[src/rtl/stream_unpacker_pkg.sv]
// Shared stream definitions for the word FIFO and the byte unpacker.
// The FIFO stores {last, data} words; the unpacker walks them out one byte at a time.
package stream_unpacker_pkg;

    localparam int WORD_W   = 32;
    localparam int FIFO_W   = 33;
    localparam int LAST_BIT = 32;

    typedef struct packed {
        logic              last;
        logic [WORD_W-1:0] data;
    } stream_word_t;

    typedef enum logic {
        ST_EMPTY = 1'b0,
        ST_SHIFT = 1'b1
    } unpack_state_t;

endpackage

[src/rtl/stream_unpacker_byte_sel.sv]
// Combinational byte mux: picks one byte of the held word for the current output position.
module stream_unpacker_byte_sel
    import stream_unpacker_pkg::*;
#(
    parameter int BYTES     = 4,
    parameter int MSB_FIRST = 0,
    parameter int IDX_W     = 2
) (
    input  logic [8*BYTES-1:0] data,
    input  logic [IDX_W-1:0]   idx,
    output logic [7:0]         byte_out
);

    logic [IDX_W-1:0] sel;

    // With MSB_FIRST the position counts down from the top byte instead of up from byte 0.
    always_comb begin
        sel = idx;
        if (MSB_FIRST != 0) begin
            sel = IDX_W'(BYTES - 1) - idx;
        end
    end

    always_comb begin
        byte_out = 8'h00;
        for (int i = 0; i < BYTES; i++) begin
            if (sel == IDX_W'(i)) begin
                byte_out = data[8*i +: 8];
            end
        end
    end

endmodule

[src/rtl/stream_unpacker.sv]
// Serialises {last, data} words into a byte stream with zero bubbles between words,
// and counts packets whose final byte has been handed downstream.
module stream_unpacker
    import stream_unpacker_pkg::*;
#(
    parameter int BYTES     = 4,
    parameter int MSB_FIRST = 0,
    parameter int CNT_W     = 16
) (
    input  logic               clk,
    input  logic               nrst,
    input  logic               in_valid,
    input  logic [8*BYTES:0]   in_data,
    output logic               in_ready,
    output logic               out_valid,
    output logic [7:0]         out_data,
    output logic               out_last,
    input  logic               out_ready,
    output logic [CNT_W-1:0]   pkt_count,
    output logic               busy
);

    localparam int DATA_W = 8 * BYTES;
    localparam int IDX_W  = (BYTES > 1) ? $clog2(BYTES) : 1;
    localparam logic [IDX_W-1:0] LAST_IDX = IDX_W'(BYTES - 1);

    unpack_state_t     state_q, state_d;
    logic [DATA_W-1:0] hold_data_q, hold_data_d;
    logic              hold_last_q, hold_last_d;
    logic [IDX_W-1:0]  idx_q, idx_d;
    logic [CNT_W-1:0]  pkt_count_q, pkt_count_d;

    logic       full;
    logic       last_byte;
    logic       in_fire;
    logic       out_fire;
    logic [7:0] sel_byte;

    assign full      = (state_q == ST_SHIFT);
    assign last_byte = (idx_q == LAST_IDX);
    assign out_fire  = full & out_ready;

    // Ready looks through to out_ready so the next word loads as the last byte leaves.
    assign in_ready  = ~full | (out_fire & last_byte);
    assign in_fire   = in_valid & in_ready;

    always_ff @(posedge clk or negedge nrst) begin
        if (!nrst) begin
            state_q     <= ST_EMPTY;
            hold_data_q <= '0;
            hold_last_q <= 1'b0;
            idx_q       <= '0;
            pkt_count_q <= '0;
        end else begin
            state_q     <= state_d;
            hold_data_q <= hold_data_d;
            hold_last_q <= hold_last_d;
            idx_q       <= idx_d;
            pkt_count_q <= pkt_count_d;
        end
    end

    always_comb begin
        state_d     = state_q;
        hold_data_d = hold_data_q;
        hold_last_d = hold_last_q;
        idx_d       = idx_q;
        pkt_count_d = pkt_count_q;

        case (state_q)
            ST_EMPTY: begin
                if (in_fire) begin
                    hold_data_d = in_data[DATA_W-1:0];
                    hold_last_d = in_data[DATA_W];
                    idx_d       = '0;
                    state_d     = ST_SHIFT;
                end
            end
            ST_SHIFT: begin
                if (out_fire) begin
                    if (!last_byte) begin
                        idx_d = idx_q + IDX_W'(1);
                    end else if (in_fire) begin
                        hold_data_d = in_data[DATA_W-1:0];
                        hold_last_d = in_data[DATA_W];
                        idx_d       = '0;
                    end else begin
                        idx_d   = '0;
                        state_d = ST_EMPTY;
                    end
                end
            end
            default: begin
                state_d = ST_EMPTY;
                idx_d   = '0;
            end
        endcase

        // Counter wraps naturally at 2^CNT_W.
        if (out_fire && out_last) begin
            pkt_count_d = pkt_count_q + CNT_W'(1);
        end
    end

    stream_unpacker_byte_sel #(
        .BYTES     (BYTES),
        .MSB_FIRST (MSB_FIRST),
        .IDX_W     (IDX_W)
    ) u_byte_sel (
        .data     (hold_data_q),
        .idx      (idx_q),
        .byte_out (sel_byte)
    );

    assign out_valid = full;
    assign busy      = full;
    assign out_data  = full ? sel_byte : 8'h00;
    assign out_last  = full & hold_last_q & last_byte;
    assign pkt_count = pkt_count_q;

endmodule

[config.mk]
export PLATFORM = sky130hd
export DESIGN_NAME = stream_unpacker
export DESIGN_NICKNAME = d
export VERILOG_FILES = /design/src/rtl/stream_unpacker_pkg.sv /design/src/rtl/stream_unpacker_byte_sel.sv /design/src/rtl/stream_unpacker.sv
export SDC_FILE = /design/constraint.sdc
export NUM_CORES = 1
export LEC_CHECK = 0
export ABC_AREA = 1
export BUFFER_PORTS_ARGS = -buffer_cell sky130_fd_sc_hd__buf_2
export CAP_MARGIN = 20
export CELL_PAD_IN_SITES_DETAIL_PLACEMENT = 1
export CELL_PAD_IN_SITES_GLOBAL_PLACEMENT = 1
export CORE_ASPECT_RATIO = 0.9
export CORE_UTILIZATION = 41
export DETAILED_ROUTE_END_ITERATION = 12
export GPL_ROUTABILITY_DRIVEN = 0
export GPL_TIMING_DRIVEN = 0
export PLACE_DENSITY = 0.95
export SLEW_MARGIN = 0
export SYNTH_ARGS = -nofsm -noshare
export SYNTH_HDL_FRONTEND = slang
export SYNTH_SLANG_ARGS = --single-unit
[constraint.sdc]
create_clock -name clk -period 3.6 [get_ports clk]
set_input_delay 0.36 -clock clk [delete_from_list [all_inputs] [get_ports clk]]
set_output_delay 0.36 -clock clk [all_outputs]
set_load 0.01 [all_outputs]
==> impl_metrics.tcl, run 1 <==
set metrics [dict create \
    area_delta_synth_final_pct 21.4 \
    grtUsageTotal_pct 25.2 \
    crit_path_end_kind "output port" \
    synth_nets 382 \
    routed_wl_um 8050 \
    wire_per_inst_um 16.1 \
    fp.dieW_um 86.7 \
    synth_top_area_share_pct 49.2 \
    drive_gt1_share_pct 21.4 \
    fmax_mhz 392 \
    combPwrFrac_pct 41.4 \
    tritoncts "built" \
    vias_per_cell 5.25 \
    grt_pass1_vias 2695 \
    fp-row-count 27 \
    ir_drop_mv 0.423 \
    die_area_um2 6780 \
    place_ws_ns 1.44 \
    r2r_start "idx_q[1]" \
    syn_inst 340 \
    cts_hold_buf 0 \
    clk_latency_ns 0.31 \
    io_pins 65 \
    synthXorXnorAreaFrac_pct 1.66 \
    rsz0062_at_grt "no" \
    synth_top_family_by_area "simple AND/OR/NAND/NOR gates" \
    p_switching_uw 979 \
    synthSimpleGateAreaFrac_pct 32.0 \
    skew_ns 0.0210 \
    layout_min_cycle_time_ns 2.55 \
    setup_tns_ns 0 \
    syn_area_um2 2650 \
    ant_nets 0 \
    grt_first_pass_wirelength_um 13200 \
    diodes 0 \
    io_buffers 63 \
    grt_max_degree 28 \
    drc 0 \
    syn_area_per_cell_um2 7.78 \
    regArea_um2 1300 \
    synth-seq-cells 52 \
    htreeDepth 2 \
    clockBufferDepth 2 \
    tightest_slew_ns 0.635 \
    multi_input_area_um2 1160 \
    power.internal_mw 1.35 \
    yosys_warnings 0 \
    grt-ovfl-total 0 \
    slew_violations 0 \
    p_leak_nw 1.75 \
    first_iter_violations 140 \
    nFillCells 779 \
    cts-resized-gates 0 \
    powerDensity_nw_per_um2 724 \
    layout_common_cells "124 x nand2_1, 70 x buf_2, 52 x dfrtp_1" \
    post_cts_buffers 0 \
    ys_seq_area_share_pct 49.2 \
    final_common_cell "nand2_1" \
    final_nets 453 \
    switching_share_pct 42.1 \
    arrival_ns 2.19 \
    status "completed" \
    cts.sinks 52 \
    layout_worst_path_cycle_share_pct 70.9 \
    synth_fa_ha_area_share_pct 2.37 \
    synthMuxAreaShare_pct 0 \
    relSlewSlack_pct 57.6 \
    maxCapViolations 0 \
    cts-buffers-inserted 5 \
    clk_pin_slew_ns 0.11 \
    power_frac_clock_pct 18.4 \
    setup_viol 0 \
    cts_root_buffer "clkbuf_8" \
    synth_compound_area_share_pct 7.90 \
    fp.dieH_um 78.2 \
    critPathLaunch "idx_q[0]" \
    p_seq_share_pct 40.3 \
    setup_slack_ns 1.05 \
    worstSetupPathType "reg -> out" \
    crit_path_start_kind "register" \
    dpl.hpwl_um 5720 \
    hold_violations 0 \
    ys_types 26 \
    vias 2620 \
    firstDrtPassIters 4 \
    synth_top_cell_by_area "dfrtp_1" \
    hold_path_class "in -> async" \
    synth.area.top_cells "dfrtp_1 49%, nand2_1 18%, nand3_1 9.5%" \
    initial_core_util_pct 42.8 \
    antenna_found_initial 0 \
    core_um2 6180 \
    cp.required_ns 3.24 \
    path_max_fanout 9 \
]
## critical path, cell delays in order (launching register included)
cell	delay, ns
dfrtp_1	0.42
inv_1	0.15
ha_1	0.17
clkbuf_1	0.35
inv_1	0.24
o21ai_0	0.27
o21ai_0	0.14
buf_2	0.15
## cells in the mapped netlist (all sizes together)
master	count
nand3	50
nand2	125
dfrtp	52
clkbuf	7
nor2	12
clkinv	1
o211ai	4
o21ai	18
buf	10
o21bai	1
inv	26
nand4	7
nor3	1
xnor2	3
nand3b	2
ha	5
a21oi	14
xor2	2
## per-layer routing
layer	GRT usage (%)	up-vias	wire length (µm)
met1	33.5	1284	3620
met3	5.05	15	380
met4	8.33	0	124
met5	0	-	0
li1	-	1235	-
met2	41.3	86	3930
## state kept, by name (all words and copies together) (netlist names)
signal,flops
hold_data_q,32
pkt_count,16
idx_q,2
busy,1
hold_last_q,1
## power by group through the flow
| stage | logic, mW | clock network, mW | registers, mW |
|---|---|---|---|
| floorplan | 0.582 | 0 | 0.894 |
| global placement | 0.861 | 0 | 0.923 |
| detailed placement | 0.921 | 0 | 0.933 |
| CTS | 0.959 | 0.436 | 0.931 |
| global route | 1.07 | 0.453 | 0.958 |
| finish | 0.962 | 0.427 | 0.935 |
## area by class of cell
cell class              count  area share [%]
plain buffers              17            2.49
clock buffers               6            2.57
clock inverters             2            1.21
inverters                  27            3.16
multi-input cells         244            36.2
flip-flops and latches     52            40.5
well taps                  87            3.39
repair buffers             64            10.4
## final timing paths
path	slack [ns]	cells past startpoint	to
worst max-delay path	1.05	7	out_data[3]
worst min-delay path	0.06	1	hold_data_q[12]
worst max register to register	1.79	8	hold_data_q[24]
worst min register to register	0.47	2	hold_data_q[30]
max in group asynchronous	2.95	2	hold_data_q[24]
min in group clk	0.28	3	hold_data_q[9]
## cells by family after synthesis
group	after synthesis
simple gates	197
xor+xnor	5
fa+ha+maj	5
flops	52
compound gates	37
buf+inv	44
## per-stage QoR
stage               utilization [%]  power (mW)  std cells  area, µm²  hold WS (ns)
floorplan                         -        1.48        340       2650        0.0644
global placement               49.6        1.78        490       3070         0.451
detailed placement             50.0        1.85        491       3090         0.411
CTS                            51.9        2.33        499       3210        0.0718
global route                   51.9        2.48        499       3210         0.102
finish                         51.9        2.32        499       3210        0.0600
Note: power is estimated with default switching activity, not from simulation.
==> inputs of run 2 (changes only) <==
--- a/config.mk
+++ b/config.mk
@@ -5,7 +5,7 @@
 export SDC_FILE = /design/constraint.sdc
 export NUM_CORES = 1
 export LEC_CHECK = 0
-export ABC_AREA = 1
+export ABC_AREA = 0
 export BUFFER_PORTS_ARGS = -buffer_cell sky130_fd_sc_hd__buf_2
 export CAP_MARGIN = 20
 export CELL_PAD_IN_SITES_DETAIL_PLACEMENT = 1
@@ -15,7 +15,7 @@
 export DETAILED_ROUTE_END_ITERATION = 12
 export GPL_ROUTABILITY_DRIVEN = 0
 export GPL_TIMING_DRIVEN = 0
-export PLACE_DENSITY = 0.95
+export PLACE_DENSITY = 0.91
 export SLEW_MARGIN = 0
 export SYNTH_ARGS = -nofsm -noshare
 export SYNTH_HDL_FRONTEND = slang
==> constraint.sdc (replaced) <==
create_clock -name clk -period 2.6 [get_ports clk]
set_input_delay 0.26 -clock clk [delete_from_list [all_inputs] [get_ports clk]]
set_output_delay 0.26 -clock clk [all_outputs]
set_load 0.01 [all_outputs]
==> run 2 against run 1 <==
  * Die area shrank 8.6%
  * Routed wire length shrank 30%
  * Critical path depth unchanged
  * Sequential cell count is the same
  * Total power up 36%
  * Worst setup slack worse by 0.83 ns
  * Via count decreased by 32%
  * Hold slack gained 0.11 ns
  * Core utilization is 0.76 points higher
  * Register-to-register slack got worse by 0.98 ns
  * First-iteration DRC count decreased by 49%
  * Sequential power is 40% higher
  * Largest cell class unchanged
==> impl_metrics.tcl, run 2 <==
set metrics [dict create \
    grtUsageTotal_pct 19.8 \
    ant_nets 0 \
    ys_seq_area_share_pct 54.0 \
    hold_path_class "in -> reg" \
    synth_common_cells "52 x dfrtp_1, 34 x mux2_2, 12 x nand2_1" \
    skew_ns 0.00611 \
    area_delta_synth_final_pct 23.7 \
    final-instance-count-excl-fill 336 \
    nFillCells 631 \
    fin_area_um2 2980 \
    setup_tns_ns 0 \
    cts_root_buffer "clkbuf_8" \
    fmax_mhz 419 \
    fp-row-count 26 \
    layout_worst_path_cycle_share_pct 91.8 \
    setup_viol 0 \
    synth_most_common_cell "dfrtp_1" \
    core_um2 5660 \
    vias_per_cell 5.32 \
    first_iter_violations 71 \
    met3_length_um 180 \
    syn_area_per_cell_um2 12.5 \
    status "completed" \
    syn_inst 193 \
    grt_max_degree 28 \
    ys_types 30 \
    fp.dieH_um 74.8 \
    wire_per_inst_um 16.9 \
    initial_core_util_pct 42.6 \
    io_pins 65 \
    utilization_pct 52.7 \
    syn_area_um2 2410 \
    clk_pin_slew_ns 0.09 \
    layout_min_cycle_time_ns 2.39 \
    largest_reg_flops 32 \
    antenna_found_initial 0 \
    yosys_warnings 0 \
    synth_nets 235 \
    clk_latency_ns 0.31 \
    synth.area.top_cells "dfrtp_1 54%, mux2_2 16%, xnor2_1 4.0%" \
    tritoncts "built" \
    met2_wirelength_um 2760 \
    crit_path_start_kind "register" \
    grt_first_pass_wirelength_um 9340 \
    synth_top_area_share_pct 54.0 \
    m1WireLength_um 2600 \
    highest_layer "met4" \
    fp.dieW_um 82.8 \
    post_dp_cell_area_um2 2840 \
    final_common_cell "buf_2" \
    hold_violations 0 \
    largest_register "hold_data_q" \
    slew_violations 0 \
    layout_common_cells "64 x buf_2, 52 x dfrtp_1, 34 x mux2_2" \
    cts-buffers-inserted 5 \
    p_leak_nw 1.49 \
    maxCapViolations 0 \
    ir_drop_mv 0.666 \
    crit_path_end_kind "output port" \
    final_nets 307 \
    clockBufferDepth 2 \
    dpl.hpwl_um 4200 \
    htreeDepth 2 \
    synth_top_cell_by_area "dfrtp_1" \
    synth_ff_type "dfrtp_1" \
    worstSetupPathType "reg -> out" \
    relSlewSlack_pct 57.9 \
    arrival_ns 2.13 \
    io_buffers 64 \
    cp.required_ns 2.34 \
    powerDensity_nw_per_um2 1060 \
    cts.sinks 52 \
    synth-seq-cells 52 \
    tightest_slew_ns 0.631 \
    async_flop_share_pct 100 \
    synth-edff-count 0 \
    drive_gt1_share_pct 45.5 \
    dp.cells 328 \
    die_area_um2 6190 \
    diodes 0 \
    vias 1787 \
    drc 0 \
    rsz0062_at_grt "no" \
    routed_wl_um 5660 \
    grt-ovfl-total 0 \
    grt_pass1_vias 1791 \
    firstDrtPassIters 4 \
    path_max_fanout 10 \
]
==> run 2: changes by cell type in the layout (fill, tap and decap cells not counted), sizes merged, moves of 8 or more <==
| cell | change |
|---|---|
| nand2 | -112 |
| nor2 | -9 |
| nand3 | -45 |
| o21ai | -16 |
| mux2 | +34 |
| inv | -17 |
| xnor2 | +8 |
==> run 2: final cells by class <==
type                    count  area, µm²  area share, %
flip-flops and latches     52       1300           43.6
multi-input cells         122       1040           34.9
repair buffers             66        350           11.7
well taps                  70       87.6           2.94
clock buffers               6       72.6           2.43
plain buffers               9       61.3           2.06
clock inverters             2       35.0           1.17
inverters                   9       33.8           1.13
==> run 2: path summary, 6_finish.rpt <==
check,startpoint,endpoint,slack (ns),cells past startpoint
min in group asynchronous,nrst,pkt_count[12],0.49,2
max reg2reg,idx_q[0],hold_data_q[4],0.81,6
min,in_data[18],hold_data_q[18],0.17,2
max,idx_q[0],out_data[6],0.21,7
max in group asynchronous,nrst,hold_data_q[11],1.54,3
min reg2reg,pkt_count[15],pkt_count[15],0.48,1
==> run 2: cells by family (layout without fill, tap and decap cells) <==
kind of cell / Yosys count / in the layout / synth area share, %
flip-flops: 52 / 52 / 54.0
AO/OA/AOI/OAI: 27 / 27 / 8.20
AND/OR/NAND/NOR: 41 / 41 / 9.96
XOR/XNOR: 15 / 15 / 5.45
buffers and inverters: 19 / 92 / 3.94
multiplexers: 34 / 34 / 15.9
adder cells (fa/ha/maj): 5 / 5 / 2.59
==> run 2: power by group <==
group	internal, mW	total (mW)	switching [mW]
logic	0.668	1.30	0.632
registers	1.11	1.31	0.203
clock network	0.286	0.558	0.272
==> run 2: what timing repair did <==
action | in CTS | in global routing
hold buffers | 1 | 0
setup buffers | 0 | 0
endpoints found under the hold margin | 25 | 0
resized for setup | 2 | 7
setup endpoints to repair | 2 | 8
pin swaps | 0 | 0
cloned | 0 | 0
==> run 2: per-stage QoR <==
stage | power [mW] | hold WS (ns) | setup WS [ns]
finish | 3.17 | 0.172 | 0.214
global route | 3.41 | 0.159 | 0.0641
global placement | 2.50 | 0.458 | 0.468
detailed placement | 2.59 | 0.314 | 0.339
CTS | 3.17 | 0.166 | 0.0177
floorplan | 2.13 | -0.0356 | 0.833
==> run 2: worst max-delay path, stage by stage, from the launching register on <==
cell	delay, ns
dfrtp_1	0.44
inv_1	0.09
ha_1	0.33
clkbuf_2	0.26
a21oi_1	0.18
o21ai_0	0.13
a32o_1	0.25
buf_2	0.14
==> run 2: per-layer routing <==
| metal | global-route usage (%) | vias to the layer above |
|---|---|---|
| li1 | - | 835 |
| met1 | 26.6 | 903 |
| met2 | 31.9 | 40 |
| met3 | 3.51 | 9 |
| met4 | 9.39 | 0 |
| met5 | 0 | - |
